$ cat src/rtl/d_sram_like_bridge_pkg.sv
// Shared encodings for the datapath-to-sram-like bridges: FSM state codes and
// the sram-like transfer size codes.
package d_sram_like_bridge_pkg;

    localparam logic [1:0] ST_IDLE = 2'd0;
    localparam logic [1:0] ST_REQ  = 2'd1;
    localparam logic [1:0] ST_RESP = 2'd2;
    localparam logic [1:0] ST_HOLD = 2'd3;

    localparam logic [1:0] SIZE_B = 2'd0;
    localparam logic [1:0] SIZE_H = 2'd1;
    localparam logic [1:0] SIZE_W = 2'd2;

endpackage

$ cat src/rtl/wen_to_size.sv
// Byte write-enable to sram-like transfer size decoder. Reads (all-zero) and
// any unrecognised pattern decode as a full word.
module wen_to_size
    import d_sram_like_bridge_pkg::*;
#(
    parameter int BE_W = 4
) (
    input  logic [BE_W-1:0] wen,
    output logic [1:0]      size
);

    localparam logic [BE_W-1:0] HALF_LO = {{(BE_W/2){1'b0}}, {(BE_W/2){1'b1}}};
    localparam logic [BE_W-1:0] HALF_HI = {{(BE_W/2){1'b1}}, {(BE_W/2){1'b0}}};

    always_comb begin
        size = SIZE_W;
        if ($onehot(wen))
            size = SIZE_B;
        else if (wen == HALF_LO || wen == HALF_HI)
            size = SIZE_H;
    end

endmodule

$ cat src/rtl/d_sram_like_bridge.sv
// Memory-stage data port to sram-like split-transaction bridge. Stalls the
// pipeline while an access is in flight and holds load data until release.
module d_sram_like_bridge
    import d_sram_like_bridge_pkg::*;
#(
    parameter int ADDR_W = 32,
    parameter int DATA_W = 32
) (
    input  logic                clk,
    input  logic                rst,
    input  logic                data_sram_en,
    input  logic [DATA_W/8-1:0] data_sram_wen,
    input  logic [ADDR_W-1:0]   data_sram_addr,
    input  logic [DATA_W-1:0]   data_sram_wdata,
    output logic [DATA_W-1:0]   data_sram_rdata,
    input  logic                longest_stall,
    output logic                d_stall,
    output logic                data_req,
    output logic                data_wr,
    output logic [1:0]          data_size,
    output logic [ADDR_W-1:0]   data_addr,
    output logic [DATA_W-1:0]   data_wdata,
    input  logic                data_addr_ok,
    input  logic                data_data_ok,
    input  logic [DATA_W-1:0]   data_rdata
);

    logic [1:0]        state;
    logic [DATA_W-1:0] rd_buf;
    logic              wr_q;
    logic              idle_issue;

    // Gated by rst so the outputs are quiet while reset is held even if the
    // datapath still presents an enabled access.
    assign idle_issue = (state == ST_IDLE) && data_sram_en && !rst;

    assign data_req = idle_issue || (state == ST_REQ);
    assign d_stall  = idle_issue || (state == ST_REQ) || (state == ST_RESP);

    assign data_wr    = |data_sram_wen;
    assign data_addr  = data_sram_addr;
    assign data_wdata = data_sram_wdata;

    assign data_sram_rdata = rd_buf;

    wen_to_size #(.BE_W(DATA_W/8)) u_size (
        .wen  (data_sram_wen),
        .size (data_size)
    );

    always_ff @(posedge clk or posedge rst) begin
        if (rst) begin
            state  <= ST_IDLE;
            rd_buf <= '0;
            wr_q   <= 1'b0;
        end else begin
            case (state)
                ST_IDLE: begin
                    if (data_sram_en) begin
                        wr_q  <= |data_sram_wen;
                        state <= data_addr_ok ? ST_RESP : ST_REQ;
                    end
                end
                ST_REQ: begin
                    if (data_addr_ok)
                        state <= ST_RESP;
                end
                ST_RESP: begin
                    if (data_data_ok) begin
                        if (!wr_q)
                            rd_buf <= data_rdata;
                        state <= ST_HOLD;
                    end
                end
                default: begin
                    // HOLD: the instruction retires on the first unstalled edge.
                    if (!longest_stall)
                        state <= ST_IDLE;
                end
            endcase
        end
    end

endmodule

$ cat config.mk
export PLATFORM = sky130hd
export DESIGN_NAME = d_sram_like_bridge
export DESIGN_NICKNAME = d
export VERILOG_FILES = /design/src/rtl/d_sram_like_bridge_pkg.sv /design/src/rtl/wen_to_size.sv /design/src/rtl/d_sram_like_bridge.sv
export SDC_FILE = /design/constraint.sdc
export NUM_CORES = 1
export LEC_CHECK = 0
export BUFFER_PORTS_ARGS = -buffer_cell sky130_fd_sc_hd__buf_2
export CORE_AREA = 2 2 80 82
export CTS_BUF_LIST = sky130_fd_sc_hd__clkbuf_8
export DETAILED_ROUTE_END_ITERATION = 6
export DIE_AREA = 0 0 82 84
export GPL_TIMING_DRIVEN = 1
export PLACE_DENSITY = 0.86
export SETUP_SLACK_MARGIN = 0.3
export SLEW_MARGIN = 20
export SYNTH_ARGS = -nofsm -noshare
export SYNTH_HDL_FRONTEND = slang
export SYNTH_SLANG_ARGS = --single-unit
export TNS_END_PERCENT = 100
$ cat constraint.sdc
create_clock -name clk -period 4.2 [get_ports clk]
set_clock_uncertainty 0.2 [all_clocks]
set_input_delay 0.42 -clock clk [delete_from_list [all_inputs] [get_ports clk]]
set_output_delay 0.42 -clock clk [all_outputs]
set_load 0.005 [all_outputs]
==> results of run 1 <==
-- layout make-up --
class                   count  area, um^2  area share
inverters                  11        41.3      0.0188
repair buffers             80         405       0.185
multi-input cells          62         657       0.299
clock inverters             2        35.0      0.0160
flip-flops and latches     35         876       0.399
clock buffers               6        82.6      0.0376
well taps                  77        96.3      0.0439
-- kinds of logic after synthesis --
| logic type | count (synthesis) |
|---|---|
| AO/OA/AOI/OAI | 7 |
| multiplexers | 34 |
| AND/OR/NAND/NOR | 11 |
| buffers and inverters | 78 |
| adder cells (fa/ha/maj) | 10 |
| flip-flops | 35 |
-- per-stage QoR --
step	util	total power, mW
finish	0.360	1.41
global route	0.360	1.54
CTS	0.360	1.44
detailed placement	0.341	1.14
global placement	0.341	1.11
floorplan	-	0.941
-- power by group through the flow --
stage | sequential, mW | combinational (mW) | clock [mW]
finish | 0.586 | 0.525 | 0.298
detailed placement | 0.595 | 0.541 | 0
global placement | 0.584 | 0.525 | 0
global route | 0.609 | 0.599 | 0.337
floorplan | 0.607 | 0.334 | 0
CTS | 0.588 | 0.542 | 0.313
-- layer usage --
metal  wire length [um]  track usage  share of wire  up-vias
met5                  0            0              0        -
met4                114       0.0697          0.033        0
met3                401       0.0346           0.12       20
met2               1720        0.177           0.50       78
met1               1180       0.0884           0.35      550
li1                   -            -              -      543
-- worst max path at each step --
stage,from,endpoint,cells after the start
after floorplan,data_sram_wen[0],data_size[0],7
after global placement,data_sram_wen[0],data_size[0],9
after detailed placement,data_sram_wen[0],data_size[0],9
after CTS,data_sram_wen[0],data_size[0],9
after global routing,data_sram_wen[0],data_size[0],9
final,data_sram_wen[0],data_size[0],9
-- critical path, cell delays in order --
cell and delay (ns):
buf_2 0.09, inv_1 0.04, ha_1 0.28, ha_1 0.20, inv_1 0.06, fa_1 0.41, nand3_1 0.10, nor2b_1 0.12
buf_2 0.12
-- placed cells by master (no fill, tap or decap) --
master,instances
fa_1,1
or2_2,1
a22o_1,1
a41oi_1,1
a21oi_1,2
inv_1,11
buf_2,78
nand3_1,1
dfrtp_1,35
clkinv_2,1
clkbuf_8,6
mux2_2,32
mux2_1,2
buf_4,2
nor2_1,2
ha_1,9
bufinv_16,1
a22oi_1,1
a31o_2,1
nor2b_1,2
nor2b_4,1
and2_1,1
nor3b_1,1
nand3b_1,1
nand2_1,1
a2111oi_4,1
-- sequential cells by signal (all words and copies together), names as in the netlist --
signal / count
data_sram_rdata: 32
state: 2
wr_q: 1
==> metrics.txt, run 1 <==
status=finished clean; Reg2Reg Depth=5; period utilization=0.585; maxcap violations=0; Crit Path Class=input pin to output port; share of cells above drive strength 1=0.633; worst flop-to-flop path endpoint=data_sram_rdata[0]$_DFFE_PP0P_; syn avg cell area=11.8 um^2; Hold Vio Cnt, Final=0; WL/cell=between 10 and 15 um; GRT Total Usage=0.0990; Mapped Nets=291; Hold WC Path Type=input pin to async pin; Post-Syn Area=about 2100 um^2; post-synth top area share=0.423; mux share of post-synthesis cell area=0.185; Placeable Area=about 6100 um^2; Synth top cells by count=buf_4, dfrtp_1, mux2_2; largest net degree at the start of global routing=36; register area share after synthesis=0.423; Most used DFF post-synth=dfrtp_1; Syn Inst Count=175; Fin Setup TNS=0 ns; worst slew pin tran=approximately 0.54 ns; main area contributors after synthesis=dfrtp_1, buf_4, mux2_2; switching share of total power=0.277; initial antenna violation count=0; number of remaining DRC errors=0; ys async rst share=1.00; Layout area overhead=5.99%; worst vdd ir=0.246 mV; post-synthesis cell type count=23; die width=82 um; Pins Over Slew Limit=0; drt total wl=3.42 mm; number of setup violations in the final report=0; number of DRC markers in iteration 0=31; Post-CTS Repair Setup Buffers=0; drt pass-1 iters=4; Root Buffer=clkbuf_8; total number of vias=1191; Synth Warn #=0; ant diodes=0; io pins=207; fillcell total=about 580; vias in the first global route=1224; CP endpoint kind=output port; die area=6890 um^2; Worst slew margin=0.638; DP Cell Count=265; WP data arrival=1.84 ns; cts repair resizes=0; Post-synth EDFFs=0; Max clock buf depth=2; Final ANT Viol Nets=0; XOR/XNOR Fraction of Synth Area=0; crit-path max FO=2; H-tree Lvls=2; Setup WS pre-CTS=1.73 ns; first-pass GRT wire length=5.22 mm; reg2reg start=state[0]$_DFFE_PP0P_; R2R Setup Slk=1.93 ns; Nets=slightly above 300; Num CTS Buffers=5; Flop pwr share=0.416; post-synthesis simple-gate area fraction=0.0339; power share of the clock group=0.211; cell area after layout=between 2000 and 2500 um^2; row count=29; final worst slack=1.74 ns; post-synthesis compound-gate area fraction=0.0345; hold buffer count at cts=0; P_leak=about 1.2 nW; RSZ-0062 raised after global routing=no; Comb pwr share=0.373; sw power=between 300 and 400 uW; hold_ws=0.110 ns; most instantiated library cell after synthesis=buf_4; final non-filler cell total=roughly 270; Clock Latency Late Sink=0.27 ns; fmax=approximately 410 MHz; clock-pin slew on the worst setup and hold paths=0.06 ns; placer congestion estimate=between 0.6 and 0.7; Int Pwr=1.02 mW; register bit total from synthesis=35; critical path required time=about 3.6 ns; CP startpoint kind=input pin; clk sinks=35; TritonCTS clock tree=done; Initial Util=0.339; HPWL Detailed=2.83 mm; I/O Buffers=78; grt ovf=0; largest family of logic cells by synthesized area=buffers and inverters; area leader, netlist=dfrtp_1; post-synthesis adder-cell area fraction=0.0641; die span in y=84 um; DP Area=roughly 2100 um^2; Via density=4.36; crit path time final=2.46 ns; Power Dens Cells=about 640 nW/um^2
Note: power is estimated with default switching activity, not from simulation.
==> inputs of run 2 (changes only) <==
- CORE_AREA: 2 2 80 82 -> unset
- CORE_MARGIN: unset -> 1
- CORE_UTILIZATION: unset -> 33
- DIE_AREA: 0 0 82 84 -> unset
- clock period: 4.2 -> 2.2 ns (I/O delays scaled with it)
==> run 2 against run 1 <==
  * Sequential cell count stayed put
  * Via count up 17%
  * Combinational power up 150%
  * Critical path depth did not move
  * Core utilization is 10 points higher
  * Worst setup slack lost 1.5 ns
  * Count of clock-buffer cells in the layout unchanged
  * Critical endpoint is now data_size[1]
==> metrics.txt, run 2 (synthesized netlist as in run 1, its figures left out) <==
status=finished clean; die area=6590 um^2 (-4.3%); Power Dens Cells=1040 nW/um^2 (+62%); post-layout util=0.461 (+0.101); number of DRC markers in iteration 0=60 (+94%); DP Cell Count=264 (-0.38%); worst vdd ir=0.538 mV (+120%); grt ovf=0 (unchanged); commonest cells after routing, fill and taps aside=buf_2, dfrtp_1, dlygate4sd3_1; maxcap violations=0 (unchanged); H-tree Lvls=2 (unchanged); total number of vias=1388 (+17%); Placeable Area=5990 um^2 (-1.7%); Initial Util=0.345 (+0.00596); WP buf/inv=4 (unchanged); Via density=4.39 (+0.68%); sw power=863 uW (+120%); crit path time final=1.99 ns; GR Layer Usage met1=0.106 (+0.0177); Hold WC Path Type=input pin to flip-flop; Max clock buf depth=2 (unchanged); crit path launch=data_sram_wen[2]; drt pass-1 iters=4 (unchanged); Fin Setup TNS=0 ns (unchanged); clk sinks=35 (unchanged); hold path start=data_sram_en; WL/cell=14.8 um (+19%); ant diodes=0 (unchanged); reg2reg start=state[0]$_DFFE_PP0P_; die width=81.2 um (-0.99%); Layout area overhead=33.5%; Most common cell on crit path=ha_4; vias in the first global route=1419 (+16%); critical path required time=1.78 ns (-1.80 ns); WP data arrival=1.57 ns (-0.27 ns); Crit Path Class=input pin to output port; Pins Over Slew Limit=0 (unchanged); number of setup violations in the final report=0 (unchanged); final non-filler cell total=316 (+16%); Critical Path Slowest Stage Cell=fa_1; P_leak=1.41 nW (+19%); placer congestion estimate=0.739 (+5.8%); Root Buffer=clkbuf_8; io pins=207 (unchanged); Nets=357 (+15%); critical path, cell by cell=buf_8 > inv_4 > ha_4 > ha_4 > inv_2 > fa_1 > nand3_1 > and2_1 > buf_2; Final ANT Viol Nets=0 (unchanged); TritonCTS clock tree=done; clock-pin slew on the worst setup and hold paths=0.07 ns (about the same); crit-path max FO=2 (unchanged); HPWL Detailed=2.79 mm (-1.3%); Clock Latency Late Sink=0.28 ns (about the same); RSZ-0062 raised after global routing=yes; fillcell total=525 (-10%); largest net degree at the start of global routing=36 (unchanged); worst slew pin tran=0.438 ns (-0.103 ns); crit-path leading delay family=adder cells; CP startpoint kind=input pin; met2 Use GR=0.238 (+0.0604); fmax=about 500 MHz; share of cells above drive strength 1=0.618 (-0.0144); Worst slew margin=0.708 (+0.0698); max FFs per register=32 (unchanged); Num CTS Buffers=5 (unchanged); switching share of total power=0.299 (+0.0218); met3 Usage GRT=0.0517 (+0.0171); die span in y=81.2 um (-3.3%); drt total wl=4.69 mm (+37%); Comb pwr share=0.455 (+0.082); R2R Setup Slk=0.29 ns (-1.64 ns); power share of the clock group=0.157 (-0.054); CP endpoint kind=output port; first-pass GRT wire length=6.15 mm (+18%); layer with the highest usage=met2; Flop pwr share=0.388 (-0.028); I/O Buffers=78 (unchanged); peak per-stage delay on the critical path=0.48 ns (+0.07 ns); period utilization=0.903; initial antenna violation count=0 (unchanged); Int Pwr=2.02 mW (+98%); number of remaining DRC errors=0 (unchanged); Hold Vio Cnt, Final=0 (unchanged); GRT Total Usage=0.128 (+0.0291); most common cell after layout, fill and taps aside=buf_2; row count=28 (-3.4%)
-- run 2: cell types whose count changed in the layout (fill, tap and decap cells not counted), moves of 3 or more --
cell / change
dlygate4sd3_1: +33
buf_6: +4
buf_4: +8
inv_2: +3
ha_1: -5
inv_1: -7
buf_2: -4
ha_4: +5
inv_4: +4
-- run 2: power groups by stage --
stage	logic, mW	clock network (mW)	registers [mW]
2_1_floorplan	0.638	0	1.16
3_3_place_gp	1.01	0	1.11
6_report	1.31	0.454	1.12
4_1_cts	1.18	0.478	1.11
5_1_grt	1.44	0.516	1.15
3_5_place_dp	1.03	0	1.13
-- run 2: area by class of cell --
cell class / count / area, um^2 / share of cell area
well taps: 75 / 93.8 / 0.0340
flip-flops and latches: 35 / 876 / 0.317
clock inverters: 1 / 5.00 / 0.00181
multi-input cells: 62 / 733 / 0.265
clock buffers: 6 / 82.6 / 0.0299
repair buffers: 126 / 921 / 0.333
inverters: 11 / 51.3 / 0.0186
-- run 2: repair_timing --
item                                    4_1_cts  5_1_grt
hold buffers                                 33        0
endpoints found under the setup margin        6       26
buffers inserted                              4        5
cloned                                        0        3
gates resized for setup                      20       11
pin swaps                                     5        4
hold endpoints to repair                     67        0
-- run 2: worst paths after layout --
path,to,cells after the start
setup / recovery,data_size[1],9
min in group asynchronous,data_sram_rdata[11]$_DFFE_PP0P_,4
hold / removal,wr_q$_DFFE_PP0P_,2
max in group asynchronous,data_sram_rdata[0]$_DFFE_PP0P_,4
hold reg to reg,data_sram_rdata[17]$_DFFE_PP0P_,1
setup reg to reg,data_sram_rdata[13]$_DFFE_PP0P_,7
-- run 2: metal layers --
layer	share of wire	routed length, um
met5	0	0
met4	0.026	124
met3	0.095	447
met2	0.52	2420
met1	0.36	1690
-- run 2: through the flow --
| stage | hold slack (ns) | cell area, um^2 | worst slack [ns] | total power, mW |
|---|---|---|---|---|
| detailed placement | 0.240 | 2080 | 0.123 | 2.16 |
| finish | 0.0581 | 2760 | 0.213 | 2.88 |
| global route | 0.0726 | 2760 | 0.160 | 3.11 |
| floorplan | 0.157 | 2070 | 0.385 | 1.80 |
| global placement | 0.240 | 2080 | 0.172 | 2.12 |
| CTS | 0.0336 | 2620 | 0.204 | 2.76 |
